===== src/rtl/sqrt_lut_arbiter.sv =====
// Round-robin arbiter that shares one pipelined SqrtLut between NREQ requesters.
// A tag pipeline matched to the LUT latency routes each result back to its issuer.
module sqrt_lut_arbiter #(
    parameter int NREQ    = 4,
    parameter int LUT_LAT = 2,
    parameter int TAG_W   = 2
) (
    input  logic              clk,
    input  logic              rst_n,
    input  logic [NREQ-1:0]   req_valid,
    output logic [NREQ-1:0]   req_ready,
    input  logic [NREQ*16-1:0] req_data,
    output logic [NREQ-1:0]   res_valid,
    input  logic [NREQ-1:0]   res_ready,
    output logic [NREQ*8-1:0] res_data,
    output logic [15:0]       lut_i,
    output logic              lut_val_i,
    input  logic [7:0]        lut_o,
    input  logic              lut_val_o,
    output logic              err
);
    localparam int GUARD_W = $clog2(LUT_LAT + 2);
    localparam logic [GUARD_W-1:0] GUARD_INIT = GUARD_W'(LUT_LAT + 1);

    logic [NREQ-1:0]             busy_q, busy_d;
    logic [TAG_W-1:0]            rr_q, rr_d;
    logic [15:0]                 lut_i_q, lut_i_d;
    logic                        lut_val_i_q, lut_val_i_d;
    logic [LUT_LAT:0][TAG_W-1:0] tag_q, tag_d;
    logic [LUT_LAT:0]            tag_vld_q, tag_vld_d;
    logic [NREQ-1:0]             res_valid_q, res_valid_d;
    logic [NREQ*8-1:0]           res_data_q, res_data_d;
    logic                        err_q, err_d;
    logic [GUARD_W-1:0]          guard_q, guard_d;

    logic                        grant_vld;
    logic [TAG_W-1:0]            grant_idx;
    logic [NREQ-1:0]             grant_oh;
    logic [TAG_W-1:0]            cand;
    int                          cand_sum;
    logic [TAG_W-1:0]            tag_out;
    logic                        tag_out_vld;

    // Search upward from the rr pointer, wrapping modulo NREQ; first eligible wins.
    always_comb begin
        grant_vld = 1'b0;
        grant_idx = '0;
        grant_oh  = '0;
        cand      = '0;
        cand_sum  = 0;
        for (int i = 0; i < NREQ; i++) begin
            cand_sum = int'(rr_q) + i;
            if (cand_sum >= NREQ) begin
                cand_sum = cand_sum - NREQ;
            end
            cand = TAG_W'(cand_sum);
            if (!grant_vld && req_valid[cand] && !busy_q[cand]) begin
                grant_vld = 1'b1;
                grant_idx = cand;
            end
        end
        for (int r = 0; r < NREQ; r++) begin
            grant_oh[r] = grant_vld && (grant_idx == TAG_W'(r));
        end
    end

    assign req_ready   = rst_n ? grant_oh : '0;
    assign tag_out     = tag_q[LUT_LAT];
    assign tag_out_vld = tag_vld_q[LUT_LAT];

    always_comb begin
        busy_d      = busy_q;
        rr_d        = rr_q;
        lut_i_d     = lut_i_q;
        lut_val_i_d = grant_vld;
        res_valid_d = res_valid_q;
        res_data_d  = res_data_q;
        tag_d       = '0;
        tag_vld_d   = '0;

        tag_d[0]     = grant_idx;
        tag_vld_d[0] = grant_vld;
        for (int s = 1; s <= LUT_LAT; s++) begin
            tag_d[s]     = tag_q[s-1];
            tag_vld_d[s] = tag_vld_q[s-1];
        end

        if (grant_vld) begin
            rr_d = (grant_idx == TAG_W'(NREQ - 1)) ? '0 : grant_idx + TAG_W'(1);
            for (int r = 0; r < NREQ; r++) begin
                if (grant_idx == TAG_W'(r)) begin
                    lut_i_d = req_data[16*r +: 16];
                end
            end
        end

        // Pop frees the slot; a single outstanding op per requester means capture never collides with it.
        for (int r = 0; r < NREQ; r++) begin
            if (res_valid_q[r] && res_ready[r]) begin
                res_valid_d[r] = 1'b0;
                busy_d[r]      = 1'b0;
            end
            if (grant_oh[r]) begin
                busy_d[r] = 1'b1;
            end
            if (lut_val_o && tag_out_vld && (tag_out == TAG_W'(r))) begin
                res_valid_d[r]        = 1'b1;
                res_data_d[8*r +: 8]  = lut_o;
            end
        end

        // The LUT has no reset, so stale outputs right after reset are not errors.
        guard_d = (guard_q == '0) ? '0 : guard_q - GUARD_W'(1);
        err_d   = err_q || ((guard_q == '0) && (lut_val_o != tag_out_vld));
    end

    always_ff @(posedge clk or negedge rst_n) begin
        if (!rst_n) begin
            busy_q      <= '0;
            rr_q        <= '0;
            lut_i_q     <= '0;
            lut_val_i_q <= 1'b0;
            tag_q       <= '0;
            tag_vld_q   <= '0;
            res_valid_q <= '0;
            res_data_q  <= '0;
            err_q       <= 1'b0;
            guard_q     <= GUARD_INIT;
        end else begin
            busy_q      <= busy_d;
            rr_q        <= rr_d;
            lut_i_q     <= lut_i_d;
            lut_val_i_q <= lut_val_i_d;
            tag_q       <= tag_d;
            tag_vld_q   <= tag_vld_d;
            res_valid_q <= res_valid_d;
            res_data_q  <= res_data_d;
            err_q       <= err_d;
            guard_q     <= guard_d;
        end
    end

    assign lut_i     = lut_i_q;
    assign lut_val_i = lut_val_i_q;
    assign res_valid = res_valid_q;
    assign res_data  = res_data_q;
    assign err       = err_q;

endmodule


===== config.mk =====
export PLATFORM = sky130hd
export DESIGN_NAME = sqrt_lut_arbiter
export DESIGN_NICKNAME = d
export VERILOG_FILES = /design/src/rtl/sqrt_lut_arbiter.sv
export SDC_FILE = /design/constraint.sdc
export NUM_CORES = 1
export LEC_CHECK = 0
export CELL_PAD_IN_SITES_DETAIL_PLACEMENT = 0
export CELL_PAD_IN_SITES_GLOBAL_PLACEMENT = 1
export CORE_UTILIZATION = 30
export CTS_CLUSTER_SIZE = 40
export DETAILED_ROUTE_END_ITERATION = 8
export GPL_TIMING_DRIVEN = 0
export HOLD_SLACK_MARGIN = 0.02
export PLACE_DENSITY_LB_ADDON = 0.1
export SYNTH_ARGS = -nofsm -noshare
export SYNTH_HDL_FRONTEND = slang
export SYNTH_SLANG_ARGS = --single-unit
export TNS_END_PERCENT = 100

===== constraint.sdc =====
create_clock -name clk -period 2.6 [get_ports clk]
set_input_delay 0.39 -clock clk [delete_from_list [all_inputs] [get_ports clk]]
set_output_delay 0.39 -clock clk [all_outputs]
set_load 0.005 [all_outputs]

==> impl_metrics.tcl, run 1 <==
set metrics [dict create \
    outcome "completed" \
    cell_area_synth_sq_um 3420 \
    postRouteWirelength_mm 9.43 \
    synthesis.area_per_instance_sq_um 12.7 \
    yosys.area.top_type_share 0.497 \
    synth_top_cells_by_area "dfrtp_1, mux2_2, a2bb2oi_1" \
    power.static_leakage_nw 2.36 \
    report.final.setup_viol 0 \
    worst_r2r_path_depth 11 \
    number_of_h_tree_branching_levels 3 \
    io_buffers 140 \
    final.period_utilization 0.981 \
    drt_iter0_drc 111 \
    critPathKind "reg2out" \
    numCtsBuffers 9 \
    critical_path_cell_sequence "nand2b_4 -> buf_6 -> a21boi_2 -> o21a_1 -> buf_6 -> ha_4 -> buf_6 -> buf_8 -> and3_1 -> buf_2" \
    skew_ns 0.00533 \
    synth-xor-area-share 0 \
    synth_common_cells "dfrtp_1, mux2_2, nand2b_1" \
    rows 38 \
    drtPass1Iterations 5 \
    yosysSeqAreaShare 0.513 \
    post_synth_inst_count 270 \
    placement.cell_area_sq_um 5020 \
    share_of_the_synthesized_area_in_compound_gates_ao_oa_aoi_oai 0.156 \
    final_max_tran_viols 0 \
    cts_sinks 70 \
    yosys_warnings 0 \
    drt-vias-per-instance 4.81 \
    globalRouteOverflowTotal 0 \
    synth_net_count 358 \
    final_layout_size_suffix_gt1_frac 0.288 \
    area_delta_synth_final_pct 66.3 \
    dominant_combinational_cell_family_by_area_after_synthesis "multiplexers" \
    global_route_wire_length_before_repair_mm 15.2 \
    worst_ep_arrival_time_ns 2.16 \
    fin_nets 528 \
    hold_path_depth 0 \
    initial_antenna_violation_count 0 \
    synth_simple_gate_area_frac 0.115 \
    fin_crit_ns 2.55 \
    number_of_enable_type_register_cells_in_the_synthesized_netlist 0 \
    die-height_um 109 \
    crit_slowest_cell "dfrtp_1" \
    ant_nets_after_route 0 \
    synthDistinctLibCells 34 \
    yosysMostFrequentCell "dfrtp_1" \
    wl_per_cell_um 16.1 \
    synth.area.mux_share 0.165 \
    cts_tree "built" \
    worst_slack_setup_final_ns 0.0485 \
    fmax_mhz 392 \
    max_slew.worst_pin.slew_ns 0.562 \
    setup.worst_path.end_class "primary output" \
    ios 141 \
    clockRootBuffer "clkbuf_16" \
    die_outline_area_sq_um 11800 \
    crit_fanout 3 \
    detailed_place_hpwl_mm 6.71 \
    num_antenna_cells 0 \
    share_of_synthesized_cell_area_in_full_adder_half_adder_and_majority_cells 0.0183 \
    yosysTopAreaCell "dfrtp_1" \
    cp_num_buf_inv 5 \
    largest_net_degree_at_the_start_of_global_routing 47 \
    primary_flip_flop_cell_chosen_by_synthesis_mapping "dfrtp_1" \
    hold-worst-slack_ns 0.348 \
    grt_pass1_vias 2964 \
    yosys_register_bits 70 \
    powerDensity_nw_per_um2 1140 \
    critical_path.max_stage_delay_ns 0.38 \
    placeableCoreArea_sq_um 11000 \
    start_kind "flop" \
    logic_depth_of_the_worst_path_buffers_included 10 \
    power.ir.vdd_worst_mv 0.410 \
    die_w_um 109 \
    grt.total_usage 0.171 \
    postLayoutCellArea_sq_um 5690 \
    floorplan.initialDensity 0.312 \
    setup_total_negative_slack_ns 0 \
    drc_errors 0 \
    max-clock-path-buffers 2 \
    max_slew_margin 0.625 \
    top_cell_by_count_worst_path "buf_6" \
    cp.required_ns 2.21 \
    routed-via-count 2815 \
    finalHoldViolCount 0 \
    synth-async-reset-ratio 1.00 \
    preCtsSetupSlack_ns -1.08 \
    critical_path.top_delay_family "buffers and inverters" \
    cap_viol_max_count 0 \
    gpl.final_weighted_congestion 0.743 \
    clkTransAtPathRegs_ns 0.06 \
    worstHoldPathType "reg2reg" \
    clkLatencyLatePin_ns 0.33 \
]
[through the flow]
step / total power, mW / cells / util
final: 6.50 / 585 / 0.518
after global routing: 6.94 / 585 / 0.518
after CTS: 6.52 / 584 / 0.513
after detailed placement: 4.78 / 551 / 0.457
after global placement: 4.73 / 550 / 0.455
after floorplan: 3.38 / 270 / -
[layout by cell type (no fill, tap or decap), drive strengths merged, types with 2 or more instances in the layout]
cell           count
dlymetal6s2s       2
o211ai            16
a41oi             16
nor2b              3
nand2              5
inv                6
a21boi             2
o21ai              4
bufinv             2
o221ai             2
ha                 5
dfstp              2
mux2              50
buf               37
clkbuf            15
a22o               4
dfrtp             68
dlygate4sd2        2
nand3b             2
a2bb2oi           16
and2              17
nand2b            20
a21o               2
and3               4
clkdlybuf4s50    131
[cell type report]
cell class	instances	area [sq um]
buffer	15	155
clock buffer	12	256
clock inverter	4	77.6
fill	1022	5290
inverter	5	18.8
multi-input combinational	178	1680
sequential	70	1750
tap	140	175
timing repair buffer	161	1580
[worst paths after layout]
kind	start	slack [ns]	endpoint
max	busy_q[1]$_DFFE_PN0P_	0.05	req_ready[2]
min	tag_d[2]$_DFF_PN0_	0.35	tag_d[4]$_DFF_PN0_
max reg2reg	busy_q[1]$_DFFE_PN0P_	0.16	lut_i[10]$_DFFE_PN0P_
min reg2reg	tag_d[2]$_DFF_PN0_	0.35	tag_d[4]$_DFF_PN0_
max in group asynchronous	rst_n	1.47	guard_q[0]$_DFF_PN1_
min in group asynchronous	rst_n	0.53	res_data[13]$_DFFE_PN0P_
[logic make-up after synthesis]
family                     after synthesis
AOI/OAI and AO/OA                       66
adders and majority gates                5
buffers and inverters                   22
DFF                                     70
muxes                                   50
and+or+nand+nor                         57
[per-layer routing]
layer	up-vias	track usage	share of wire
li1	1350	-	-
met1	1341	0.199	0.43
met2	114	0.286	0.48
met3	10	0.0508	0.075
met4	0	0.0820	0.020
met5	-	0	0
[where the power goes]
group / leakage [nW] / switching [mW] / internal (mW)
sequential: 0.824 / 0.302 / 1.61
clock: 0.163 / 0.453 / 0.897
combinational: 1.37 / 1.21 / 2.02
total: 2.36 / 1.97 / 4.53
[repair_timing]
action,in CTS,in global routing
buffers inserted,17,2
hold endpoints to repair,28,0
setup endpoints to repair,14,18
hold buffers,1,0
pin swaps,5,1
gates resized for setup,63,9
[registers in the layout, indices dropped and copies added, names as in the netlist]
register	cells
tag_vld_q	3
rr_q	2
lut_i	16
res_valid	4
busy_q	4
guard_q	2
res_data	32
err	1
tag_d	4
tag_out	2
(Power assumes the default switching activity.)
==> run 2, diff against run 1 <==
--- a/config.mk
+++ b/config.mk
@@ -16,4 +16,4 @@
 export SYNTH_ARGS = -nofsm -noshare
 export SYNTH_HDL_FRONTEND = slang
 export SYNTH_SLANG_ARGS = --single-unit
-export TNS_END_PERCENT = 100
+export TNS_END_PERCENT = 30
==> constraint.sdc (replaced) <==
create_clock -name clk -period 2.6 [get_ports clk]
set_input_delay 0.52 -clock clk [delete_from_list [all_inputs] [get_ports clk]]
set_output_delay 0.52 -clock clk [all_outputs]
set_load 0.005 [all_outputs]
==> run 2 against run 1 <==
Against the previous run:
- die area stayed put
- clock skew up 0.00090 ns
- clock-buffer cell count unchanged
- combinational power is 2% higher
- global-route usage about the same
- flip-flop and latch count is the same
- total power increased by 1.2%
- design area grew 0.99%
- sequential power hardly changed
- maximum frequency increased by 0.99%
- worst setup slack gained 0.025 ns
- critical path depth fell by 1
==> impl_metrics.tcl, run 2 (synthesis results as in run 1) <==
set metrics [dict create \
    cts_tree "built" \
    globalRouteOverflowTotal 0 \
    fmax_mhz 396 \
    setup.worst_path.end_class "primary output" \
    floorplan.initialDensity 0.312 \
    die_w_um 109 \
    placeableCoreArea_sq_um 11000 \
    final_cell_mix "clkdlybuf4s50_1, dfrtp_1, mux2_2" \
    setup_total_negative_slack_ns 0 \
    wl_per_cell_um 16.0 \
    cap_viol_max_count 0 \
    seqPwrFrac 0.291 \
    final_max_tran_viols 0 \
    clkLatencyLatePin_ns 0.33 \
    ios 141 \
    die_outline_area_sq_um 11800 \
    final_layout_size_suffix_gt1_frac 0.302 \
    drt_iter0_drc 104 \
    numCtsBuffers 9 \
    clkTransAtPathRegs_ns 0.06 \
    cts_sinks 70 \
    area_delta_synth_final_pct 67.9 \
    gpl.final_weighted_congestion 0.743 \
    largest_net_degree_at_the_start_of_global_routing 47 \
    worst_ep_arrival_time_ns 2.01 \
    start_kind "flop" \
    int_pwr_mw 4.59 \
    preCtsSetupSlack_ns -1.34 \
    crit_fanout 3 \
    hold-worst-slack_ns 0.118 \
    largest_register_ffs 32 \
    finalHoldViolCount 0 \
    ant_nets_after_route 0 \
    final_cell_count_no_fill 590 \
    share_of_power_burned_in_the_clock_network 0.206 \
    worst_slack_setup_final_ns 0.0736 \
    layout.core_utilization 0.523 \
    power.combinational.fraction 0.503 \
    max_slew.worst_pin.slew_ns 0.571 \
    power_switching_share 0.302 \
    final.period_utilization 0.972 \
    num_antenna_cells 0 \
    drt-vias-per-instance 4.78 \
    fin_crit_ns 2.53 \
    detailed_place_hpwl_mm 6.71 \
    placed_cells_incl_taps 551 \
    grt.total_usage 0.170 \
    routed-via-count 2821 \
    rows 38 \
    setup_repair_after_global_routing_missed_its_margin "true" \
    postRouteWirelength_mm 9.42 \
    cp.required_ns 2.08 \
    clockRootBuffer "clkbuf_16" \
    drtPass1Iterations 4 \
    outcome "completed" \
    worstHoldPathType "in2async" \
    number_of_h_tree_branching_levels 3 \
    drc_errors 0 \
    initial_antenna_violation_count 0 \
    critPathKind "reg2out" \
    global_route_wire_length_before_repair_mm 15.1 \
    power.ir.vdd_worst_mv 0.411 \
    io_buffers 140 \
    layout_commonest_cell "clkdlybuf4s50_1" \
    powerDensity_nw_per_um2 1140 \
    skew_ns 0.00623 \
    power.static_leakage_nw 2.37 \
    net-switching-power_mw 1.98 \
    fin_nets 533 \
    report.final.setup_viol 0 \
    cts_hold_buf 0 \
    grt_pass1_vias 2950 \
    max_slew_margin 0.619 \
    die-height_um 109 \
    max-clock-path-buffers 2 \
]
[run 2: changes by cell type in the layout (fill, tap and decap cells not counted), moves of 2 or more]
cell / delta
buf_2: -2
and3_1: -2
dlymetal6s2s_1: -2
and3_4: +2
buf_4: +8
[run 2: power by group through the flow]
stage                     Sequential (mW)  Clock (mW)  Combinational, mW
after global placement               1.90           0               2.83
after detailed placement             1.92           0               2.86
after CTS                            1.92        1.39               3.28
final                                1.92        1.35               3.31
after floorplan                      1.92           0               1.47
after global routing                 1.99        1.44               3.61
[run 2: what timing repair did]
| item | 4_1_cts | 5_1_grt |
|---|---|---|
| setup endpoints to repair | 21 | 14 |
| buffers inserted | 20 | 7 |
| gates resized for setup | 73 | 10 |
| pin swaps | 5 | 5 |
[run 2: path summary, 6_finish.rpt]
check                      depth (start not counted)                  start  slack (ns)                       end
setup / recovery                                   9  busy_q[1]$_DFFE_PN0P_        0.07              req_ready[3]
hold / removal                                     1                  rst_n        0.12  res_data[13]$_DFFE_PN0P_
setup reg to reg                                  10  busy_q[1]$_DFFE_PN0P_        0.12      lut_i[6]$_DFFE_PN0P_
hold reg to reg                                    0     tag_d[2]$_DFF_PN0_        0.35        tag_d[4]$_DFF_PN0_
max in group asynchronous                          2                  rst_n        1.88      guard_q[1]$_DFF_PN1_
min in group clk                                   0     tag_d[2]$_DFF_PN0_        0.35        tag_d[4]$_DFF_PN0_
[run 2: routing by layer]
metal  share of wire  global-route usage
met5               0                   0
met2            0.48               0.287
met1            0.43               0.203
met3           0.076              0.0496
met4           0.015              0.0714
[run 2: area by class of cell]
class | instances | area [sq um]
plain buffers | 13 | 126
clock buffers | 12 | 256
clock inverters | 4 | 77.6
fillers | 1009 | 5240
inverters | 5 | 18.8
multi-input cells | 178 | 1700
flip-flops and latches | 70 | 1760
well taps | 140 | 175
repair buffers | 168 | 1630
[run 2: through the flow]
stage / area (sq um) / power (mW)
2_1_floorplan: 3420 / 3.38
3_3_place_gp: 5000 / 4.73
3_5_place_dp: 5020 / 4.78
4_1_cts: 5690 / 6.59
5_1_grt: 5750 / 7.03
6_report: 5750 / 6.57
[run 2: worst max-delay path, cell delays in order, from the launching register on]
cell,delay (ns)
dfrtp_1,0.38
nand2b_4,0.16
buf_6,0.12
buf_8,0.11
a21oi_4,0.15
o221a_4,0.25
ha_4,0.16
buf_8,0.09
and3_4,0.17
buf_6,0.09
==> run 3, diff against run 2 <==
--- a/config.mk
+++ b/config.mk
@@ -5,6 +5,7 @@
 export SDC_FILE = /design/constraint.sdc
 export NUM_CORES = 1
 export LEC_CHECK = 0
+export ABC_CLOCK_PERIOD_IN_PS = 2600
 export CELL_PAD_IN_SITES_DETAIL_PLACEMENT = 0
 export CELL_PAD_IN_SITES_GLOBAL_PLACEMENT = 1
 export CORE_UTILIZATION = 30
@@ -12,7 +13,7 @@
 export DETAILED_ROUTE_END_ITERATION = 8
 export GPL_TIMING_DRIVEN = 0
 export HOLD_SLACK_MARGIN = 0.02
-export PLACE_DENSITY_LB_ADDON = 0.1
+export PLACE_DENSITY_LB_ADDON = 0.2
 export SYNTH_ARGS = -nofsm -noshare
 export SYNTH_HDL_FRONTEND = slang
 export SYNTH_SLANG_ARGS = --single-unit
==> run 3 against run 2 <==
Against the previous run:
- largest cell class is now flip-flops and latches
- worst setup slack worse by 0.011 ns
- critical path depth is 2 lower
- combinational power is essentially flat
- flip-flop and latch count stayed put
- routed wire length is 3.5% higher
- design area down 0.24%
- register-to-register slack improved by 0.04 ns
- largest power group unchanged
- clock power about the same
- non-clock buffer count up 1
- clock-buffer cell count is 2 lower
- critical endpoint unchanged
- global-route usage increased by 0.68 points
==> impl_metrics.tcl, run 3 (synthesis results as in run 1) <==
set metrics [dict create \
    worst_r2r_path_depth 10 \
    placeableCoreArea_sq_um 11000 \
    outcome "completed" \
    crit_slowest_cell "dfrtp_1" \
    num_antenna_cells 0 \
    max_slew_margin 0.627 \
    cts_hold_buf 0 \
    drc_errors 0 \
    worstHoldPathType "in2async" \
    report.final.setup_viol 0 \
    clkTransAtPathRegs_ns 0.06 \
    wl_per_cell_um 16.5 \
    setup.reg_to_reg.worst_slack_ns 0.16 \
    initial_antenna_violation_count 1 \
    io_buffers 140 \
    final_max_tran_viols 0 \
    critPathKind "reg2out" \
    drtPass1Iterations 4 \
    largest_net_degree_at_the_start_of_global_routing 41 \
    cts_tree "built" \
    layout.core_utilization 0.522 \
    grt_pass1_vias 2998 \
    preCtsSetupSlack_ns -1.42 \
    ant_nets_after_route 0 \
    final_layout_size_suffix_gt1_frac 0.308 \
    worst_slack_setup_final_ns 0.0629 \
    die_outline_area_sq_um 11800 \
    fin_crit_ns 2.54 \
    final_cell_mix "clkdlybuf4s50_1, dfrtp_1, mux2_2" \
    cp_num_buf_inv 2 \
    drt-vias-per-instance 4.83 \
    worst_ep_arrival_time_ns 2.02 \
    die_w_um 109 \
    global_route_wire_length_before_repair_mm 15.6 \
    cap_viol_max_count 0 \
    floorplan.initialDensity 0.312 \
    placement.cell_area_sq_um 5020 \
    routed-via-count 2857 \
    setup.worst_path.end_class "primary output" \
    fill_cells 970 \
    power.static_leakage_nw 2.36 \
    globalRouteOverflowTotal 0 \
    max_slew.worst_pin.slew_ns 0.560 \
    crit_fanout 5 \
    setup_total_negative_slack_ns 0 \
    setup_repair_after_global_routing_missed_its_margin "false" \
    critical_path.max_stage_delay_ns 0.38 \
    grt.total_usage 0.177 \
    r2r_end "lut_i[8]$_DFFE_PN0P_" \
    largest_register_ffs 32 \
    ios 141 \
    max-clock-path-buffers 2 \
    power.ir.vdd_worst_mv 0.443 \
    final.period_utilization 0.976 \
    fin_nets 534 \
    drt_iter0_drc 93 \
    area_delta_synth_final_pct 67.5 \
    powerDensity_nw_per_um2 1150 \
    skew_ns 0.00737 \
    number_of_h_tree_branching_levels 3 \
    cts_sinks 70 \
    cp.required_ns 2.08 \
    detailed_place_hpwl_mm 6.73 \
    critical_path_cell_sequence "nand2b_4 -> mux2_4 -> o221a_4 -> ha_4 -> clkbuf_8 -> and3_4 -> buf_6" \
    numCtsBuffers 9 \
    postRouteWirelength_mm 9.74 \
    fmax_mhz 394 \
    critical_path.top_delay_family "flip-flops" \
    reg2reg_from "rr_q[0]$_DFFE_PN0N_" \
    layout_commonest_cell "clkdlybuf4s50_1" \
    finalHoldViolCount 0 \
    rows 38 \
    postLayoutCellArea_sq_um 5730 \
    clockRootBuffer "clkbuf_16" \
    start_kind "flop" \
    clkLatencyLatePin_ns 0.33 \
    gpl.final_weighted_congestion 0.733 \
    die-height_um 109 \
]
-- run 3: timing repair --
action,CTS,global route
gates resized for setup,77,4
setup endpoints to repair,20,7
endpoints found under the hold margin,0,0
pin swaps,7,3
setup buffers,24,4
-- run 3: worst max path at each step --
stage | startpoint | endpoint | slack [ns] | cells past startpoint
final | busy_q[2]$_DFFE_PN0P_ | req_ready[3] | 0.06 | 7
after global routing | busy_q[2]$_DFFE_PN0P_ | req_ready[3] | 0.0006 | 7
after CTS | busy_q[2]$_DFFE_PN0P_ | req_ready[3] | -0.05 | 8
after detailed placement | req_valid[2] | req_ready[2] | -1.42 | 10
after global placement | rst_n | req_ready[0] | -2.31 | 3
after floorplan | req_valid[2] | req_ready[2] | 0.006 | 8
-- run 3: per-stage QoR --
stage          total power [mW]  std cells  hold slack (ns)
2_1_floorplan              3.38        270            0.224
3_3_place_gp               4.74        550            0.332
3_5_place_dp               4.78        551            0.338
4_1_cts                    6.62        590            0.151
5_1_grt                    7.00        591            0.169
6_report                   6.57        591            0.140
-- run 3: report_power, final --
group	switching [mW]	internal, mW	total (mW)
sequential	0.311	1.61	1.92
combinational	1.24	2.08	3.32
clock	0.481	0.848	1.33
total	2.03	4.54	6.57
-- run 3: layout make-up --
class	instances	area, sq um	area share
Multi-Input combinational cell	178	1710	0.299
Timing Repair Buffer	169	1620	0.282
Clock inverter	6	93.8	0.0164
Clock buffer	10	229	0.0399
Sequential cell	70	1760	0.306
Inverter	5	18.8	0.00327
Tap cell	140	175	0.0306
Buffer	13	129	0.0225
-- run 3: per-layer routing --
layer | GRT usage | share of wire | routed length (um)
met5 | 0 | 0.0010 | 10
met1 | 0.215 | 0.42 | 4090
met3 | 0.0658 | 0.076 | 736
met2 | 0.295 | 0.49 | 4770
met4 | 0.0473 | 0.014 | 136
